File: src/rtl/tx_arbiter_pkg.sv
// Shared definitions for the UART transmit arbiter: byte width, idle line value, FSM states.
package tx_arbiter_pkg;

  localparam int BYTE_W = 8;
  localparam logic [BYTE_W-1:0] TX_IDLE_BYTE = 8'hFF;

  typedef enum logic [1:0] {
    ST_IDLE       = 2'd0,
    ST_LOAD       = 2'd1,
    ST_WAIT_START = 2'd2,
    ST_WAIT_DONE  = 2'd3
  } arb_state_e;

endpackage

File: src/rtl/tx_arbiter_rr_pick.sv
// Round-robin winner selection: first valid requester after ptr, searching upward with wrap.
module rr_pick #(
  parameter int N  = 2,
  parameter int IW = (N > 1) ? $clog2(N) : 1
) (
  input  logic [N-1:0]  valid,
  input  logic [IW-1:0] ptr,
  output logic [N-1:0]  winner,
  output logic [IW-1:0] winner_idx,
  output logic          any
);

  logic        found;
  logic [31:0] cand;

  // Walk ptr+1 .. ptr+N (mod N) and keep the first valid candidate.
  always_comb begin
    winner     = '0;
    winner_idx = '0;
    found      = 1'b0;
    cand       = '0;
    for (int k = 1; k <= N; k++) begin
      cand = (32'(ptr) + 32'(k)) % 32'(N);
      if (!found && valid[cand[IW-1:0]]) begin
        found                 = 1'b1;
        winner[cand[IW-1:0]]  = 1'b1;
        winner_idx            = cand[IW-1:0];
      end
    end
    any = found;
  end

endmodule

File: src/rtl/tx_arbiter.sv
// Shares one uart_tx among REQ_COUNT byte-stream requesters. The grant is round-robin and is
// held for a whole packet; a requester stalling mid-packet loses its lock after LOCK_TIMEOUT.
module tx_arbiter
  import tx_arbiter_pkg::*;
#(
  parameter int REQ_COUNT    = 2,
  parameter int LOCK_TIMEOUT = 4096
) (
  input  logic                      clk,
  input  logic                      rst,
  input  logic [REQ_COUNT-1:0]      req_valid,
  input  logic [8*REQ_COUNT-1:0]    req_data,
  input  logic [REQ_COUNT-1:0]      req_last,
  output logic [REQ_COUNT-1:0]      req_ack,
  output logic [REQ_COUNT-1:0]      grant,
  output logic [BYTE_W-1:0]         tx_data,
  output logic                      tx_start,
  input  logic                      tx_done,
  output logic                      lock_err
);

  localparam int IW = (REQ_COUNT > 1) ? $clog2(REQ_COUNT) : 1;
  localparam int TW = $clog2(LOCK_TIMEOUT + 1);
  localparam logic [TW-1:0] TIMER_LAST = TW'(LOCK_TIMEOUT - 1);
  localparam logic [TW-1:0] TIMER_MAX  = {TW{1'b1}};

  arb_state_e               state_q, state_d;
  logic [REQ_COUNT-1:0]     grant_q, grant_d;
  logic [IW-1:0]            gidx_q, gidx_d;
  logic [IW-1:0]            rr_ptr_q, rr_ptr_d;
  logic [TW-1:0]            timer_q, timer_d;
  logic [BYTE_W-1:0]        tx_data_q, tx_data_d;
  logic                     tx_start_q, tx_start_d;
  logic [REQ_COUNT-1:0]     req_ack_q, req_ack_d;
  logic                     lock_err_q, lock_err_d;
  logic                     last_q, last_d;

  logic [REQ_COUNT-1:0]     pick_winner;
  logic [IW-1:0]            pick_idx;
  logic                     pick_any;
  logic [BYTE_W-1:0]        req_byte [REQ_COUNT];

  // Unpack the flat data bus into one byte per requester.
  for (genvar gi = 0; gi < REQ_COUNT; gi++) begin : g_unpack
    assign req_byte[gi] = req_data[8*gi +: 8];
  end

  rr_pick #(
    .N  (REQ_COUNT),
    .IW (IW)
  ) u_rr_pick (
    .valid      (req_valid),
    .ptr        (rr_ptr_q),
    .winner     (pick_winner),
    .winner_idx (pick_idx),
    .any        (pick_any)
  );

  // Next-state logic: grant selection, byte hand-off to uart_tx and lock timeout.
  always_comb begin
    state_d    = state_q;
    grant_d    = grant_q;
    gidx_d     = gidx_q;
    rr_ptr_d   = rr_ptr_q;
    timer_d    = timer_q;
    tx_data_d  = tx_data_q;
    last_d     = last_q;
    tx_start_d = 1'b0;
    req_ack_d  = '0;
    lock_err_d = 1'b0;
    case (state_q)
      ST_IDLE: begin
        timer_d = '0;
        if (pick_any) begin
          grant_d = pick_winner;
          gidx_d  = pick_idx;
          state_d = ST_LOAD;
        end
      end
      ST_LOAD: begin
        if (req_valid[gidx_q] && tx_done) begin
          tx_data_d  = req_byte[gidx_q];
          last_d     = req_last[gidx_q];
          tx_start_d = 1'b1;
          req_ack_d  = grant_q;
          timer_d    = '0;
          state_d    = ST_WAIT_START;
        end else if (timer_q == TIMER_LAST) begin
          // Owner stalled too long mid-packet: drop the lock so others can be served.
          lock_err_d = 1'b1;
          rr_ptr_d   = gidx_q;
          grant_d    = '0;
          timer_d    = '0;
          state_d    = ST_IDLE;
        end else if (timer_q != TIMER_MAX) begin
          timer_d = timer_q + 1'b1;
        end
      end
      ST_WAIT_START: begin
        // uart_tx lowers done the cycle after it samples start.
        if (!tx_done) begin
          state_d = ST_WAIT_DONE;
        end
      end
      ST_WAIT_DONE: begin
        if (tx_done) begin
          if (last_q) begin
            rr_ptr_d = gidx_q;
            grant_d  = '0;
            state_d  = ST_IDLE;
          end else begin
            state_d = ST_LOAD;
          end
        end
      end
      default: begin
        grant_d = '0;
        state_d = ST_IDLE;
      end
    endcase
  end

  // State and registered outputs.
  always_ff @(posedge clk) begin
    if (rst) begin
      state_q    <= ST_IDLE;
      grant_q    <= '0;
      gidx_q     <= '0;
      rr_ptr_q   <= IW'(REQ_COUNT - 1);
      timer_q    <= '0;
      tx_data_q  <= TX_IDLE_BYTE;
      tx_start_q <= 1'b0;
      req_ack_q  <= '0;
      lock_err_q <= 1'b0;
      last_q     <= 1'b0;
    end else begin
      state_q    <= state_d;
      grant_q    <= grant_d;
      gidx_q     <= gidx_d;
      rr_ptr_q   <= rr_ptr_d;
      timer_q    <= timer_d;
      tx_data_q  <= tx_data_d;
      tx_start_q <= tx_start_d;
      req_ack_q  <= req_ack_d;
      lock_err_q <= lock_err_d;
      last_q     <= last_d;
    end
  end

  assign grant    = grant_q;
  assign req_ack  = req_ack_q;
  assign tx_data  = tx_data_q;
  assign tx_start = tx_start_q;
  assign lock_err = lock_err_q;

endmodule

File: config.mk
export PLATFORM = sky130hd
export DESIGN_NAME = tx_arbiter
export DESIGN_NICKNAME = d
export VERILOG_FILES = /design/src/rtl/tx_arbiter_pkg.sv /design/src/rtl/tx_arbiter_rr_pick.sv /design/src/rtl/tx_arbiter.sv
export SDC_FILE = /design/constraint.sdc
export NUM_CORES = 1
export LEC_CHECK = 0
export CAP_MARGIN = 25
export CORE_MARGIN = 10
export CORE_UTILIZATION = 50
export CTS_CLUSTER_DIAMETER = 100
export DETAILED_ROUTE_END_ITERATION = 8
export PLACE_DENSITY = 0.9
export SYNTH_ARGS = -nofsm -noshare
export SYNTH_HDL_FRONTEND = slang
export SYNTH_SLANG_ARGS = --single-unit
File: constraint.sdc
create_clock -name clk -period 4.1 [get_ports clk]
set_input_delay 0.41 -clock clk [delete_from_list [all_inputs] [get_ports clk]]
set_output_delay 0.41 -clock clk [all_outputs]
set_load 0.01 [all_outputs]
==> qor.yml <==
required_ps: 4320
die_h_microns: 74.9
postCtsSetupBuffers: 0
io_buffers: 36
synthFlopType: "dfxtp_1"
syn_area_per_cell_sq_um: 9.15
slew-limit-headroom: 0.447
drt_wl_total_microns: 3590
placed_cell_area_sq_mm: 0.00187
synth_xor_area_frac: 0.0580
synthArstFlopShare: 0
insertion_delay_ps: 330
setup_viol: 0
final.setup.worst_slack_ps: 1660
synth.largest_area_cell: "dfxtp_1"
num-fill-cells: 215
cts-htree-levels: 2
startpoint: "gidx_q"
rsz0062_at_grt: "false"
row_count: 19
crit_fanout: 11
p_per_area_mw_per_mm2: 353
yosysTopAreaCellShare: 0.425
coreArea_sq_mm: 0.00283
cts_resized: 0
synthTopCellsByCount: "32 x dfxtp_1, 29 x nor2_1, 12 x mux2i_1, 10 x nand2_1, 10 x xnor2_1"
crit_arrival_ps: 2660
clock-sinks: 32
syn_to_final_growth_pct: 29.9
grt_pass1_wl_microns: 5600
final_nets: 224
ys_ff_latch: 32
first_global_vias: 1258
track_usage: 0.128
cts_tree: "done"
path_class: "flip-flop to flip-flop"
synthAdderAreaFrac: 0.00829
hold_class: "flip-flop to flip-flop"
ir_worst_vdd_mv: 0.230
ant_nets: 0
grt_max_degree: 24
tightest_slew_ps: 827
hpwl_microns: 2750
vias_per_cell: 5.54
antenna_found_initial: 0
fin_skew_ps: 6.23
cp-start-kind: "flip-flop"
setup_tns_ps: 0
synth_top_family_by_area: "simple AND/OR/NAND/NOR gates"
root_buffer: "clkbuf_4"
synthTopCellsByArea: "dfxtp_1 42%, mux2i_1 8.0%, nor2_1 7.2%, xnor2_1 5.8%, a211o_1 4.6%"
first_pass_iters: 5
grt_overflow: 0
min_from: "tx_data[3]"
max_freq_mhz: 410
syn_nets: 189
timing_max_transition_violations_final: 0
layout_min_cycle_time_ps: 2440
final_area_sq_mm: 0.00196
finalHoldViolations: 0
die-area_sq_mm: 0.00562
finish.utilization: 0.693
preCtsSetupSlack_ps: 1590
netlist_area_sq_mm: 0.00151
die_x_microns: 74.9
wl_per_cell_microns: 15.5
status: "finished, final reports clean"
synthSimpleGateAreaFrac: 0.215
place.gp.congestion: 0.795
muxShareOfSynthArea: 0.0896
drv_cap: 0
synth_cell_types: 36
clk_pin_slew_ps: 100
drt_first_iter_violations: 122
p_leak_nw: 0.644
timing.rr.start: "gidx_q"
drive_above_1_share: 0.0697
cts_buffers: 5
start_util: 0.533
period_share: 0.595
synth_warnings: 0
endpoint_kind: "flip-flop"
io_pins: 37
vias: 1286
route.detailed.drc: 0
clockBufferDepth: 2
synthCells: 165
postCtsHoldBufs: 0
synth-edff-count: 0
synth_compound_area_frac: 0.164
synth_seq_area_share: 0.425
diodes: 0
yosysMostFrequentCell: "dfxtp_1"
-- power breakdown --
| part | internal [W] | switching (W) |
|---|---|---|
| Combinational | 0.0000503 | 0.0000388 |
| Clock | 0.000162 | 0.000107 |
| Sequential | 0.000321 | 0.0000122 |
| Total | 0.000533 | 0.000158 |
-- critical path: stages (launching register included) --
cell	delay, ps
dfxtp_1	730
mux2_4	380
a2111oi_4	760
a2111oi_1	220
xnor2_1	180
nor2_1	50
-- worst paths after layout --
kind	end	slack [ps]	cells after the start
min	tx_data[3]	470	1
max	timer_q[6]	1660	5
max reg2reg	timer_q[6]	1660	5
min reg2reg	tx_data[3]	470	1
-- kinds of logic after synthesis --
| logic type | after synthesis |
|---|---|
| AND/OR/NAND/NOR | 67 |
| flip-flops | 32 |
| AO/OA/AOI/OAI | 29 |
| buffers and inverters | 13 |
| multiplexers | 13 |
| XOR/XNOR | 10 |
| adder cells (fa/ha/maj) | 1 |
-- layout make-up --
| class | count | area (sq um) | area share |
|---|---|---|---|
| Clock buffer | 7 | 65.1 | 0.0332 |
| Clock inverter | 1 | 30.0 | 0.0153 |
| Timing Repair Buffer | 36 | 360 | 0.184 |
| Inverter | 5 | 18.8 | 0.00957 |
| Tap cell | 31 | 38.8 | 0.0198 |
| Sequential cell | 32 | 641 | 0.327 |
| Multi-Input combinational cell | 120 | 807 | 0.412 |
-- sequential cells by signal (all words and copies together) (netlist names), named ones only --
name      flops
gidx_q        1
grant         2
tx_start      1
last_q        1
timer_q      13
lock_err      1
req_ack       2
rr_ptr_q      1
state_q       1
tx_data       8
-- layout by cell type (no fill, tap or decap) --
master,n
nor3_1,3
a2111oi_1,1
inv_1,5
a21o_1,1
nor4b_2,1
mux2_4,1
a21oi_2,1
o21ai_1,1
nor4_1,2
and3_1,1
nand2_1,10
xnor2_1,10
nor3b_1,1
ha_1,1
o32ai_1,1
or3_1,1
and2_1,1
nand4_1,3
nor2_1,29
mux2i_1,12
a2111oi_4,2
nor2_4,1
clkbuf_4,5
nor2b_1,1
clkbuf_8,2
a311o_1,1
nand2b_1,6
dfxtp_1,32
clkdlybuf4s50_1,36
a211o_1,8
nand3_1,7
bufinv_16,1
a211oi_1,3
a21oi_1,9
o21ai_0,1
-- layer usage --
| layer | vias to the layer above | track usage | share of wire |
|---|---|---|---|
| met3 | 7 | 0.0342 | 0.058 |
| li1 | 649 | - | - |
| met5 | - | 0 | 0 |
| met1 | 590 | 0.135 | 0.39 |
| met4 | 0 | 0.0819 | 0.021 |
| met2 | 40 | 0.221 | 0.53 |
-- metrics by stage --
step	cells	hold WS [ps]	power, W
after floorplan	165	472	0.000385
after global placement	224	444	0.000425
after detailed placement	224	449	0.000429
after CTS	232	473	0.000693
after global routing	232	488	0.000715
final	232	468	0.000691
Note: power is estimated with default switching activity, not from simulation.
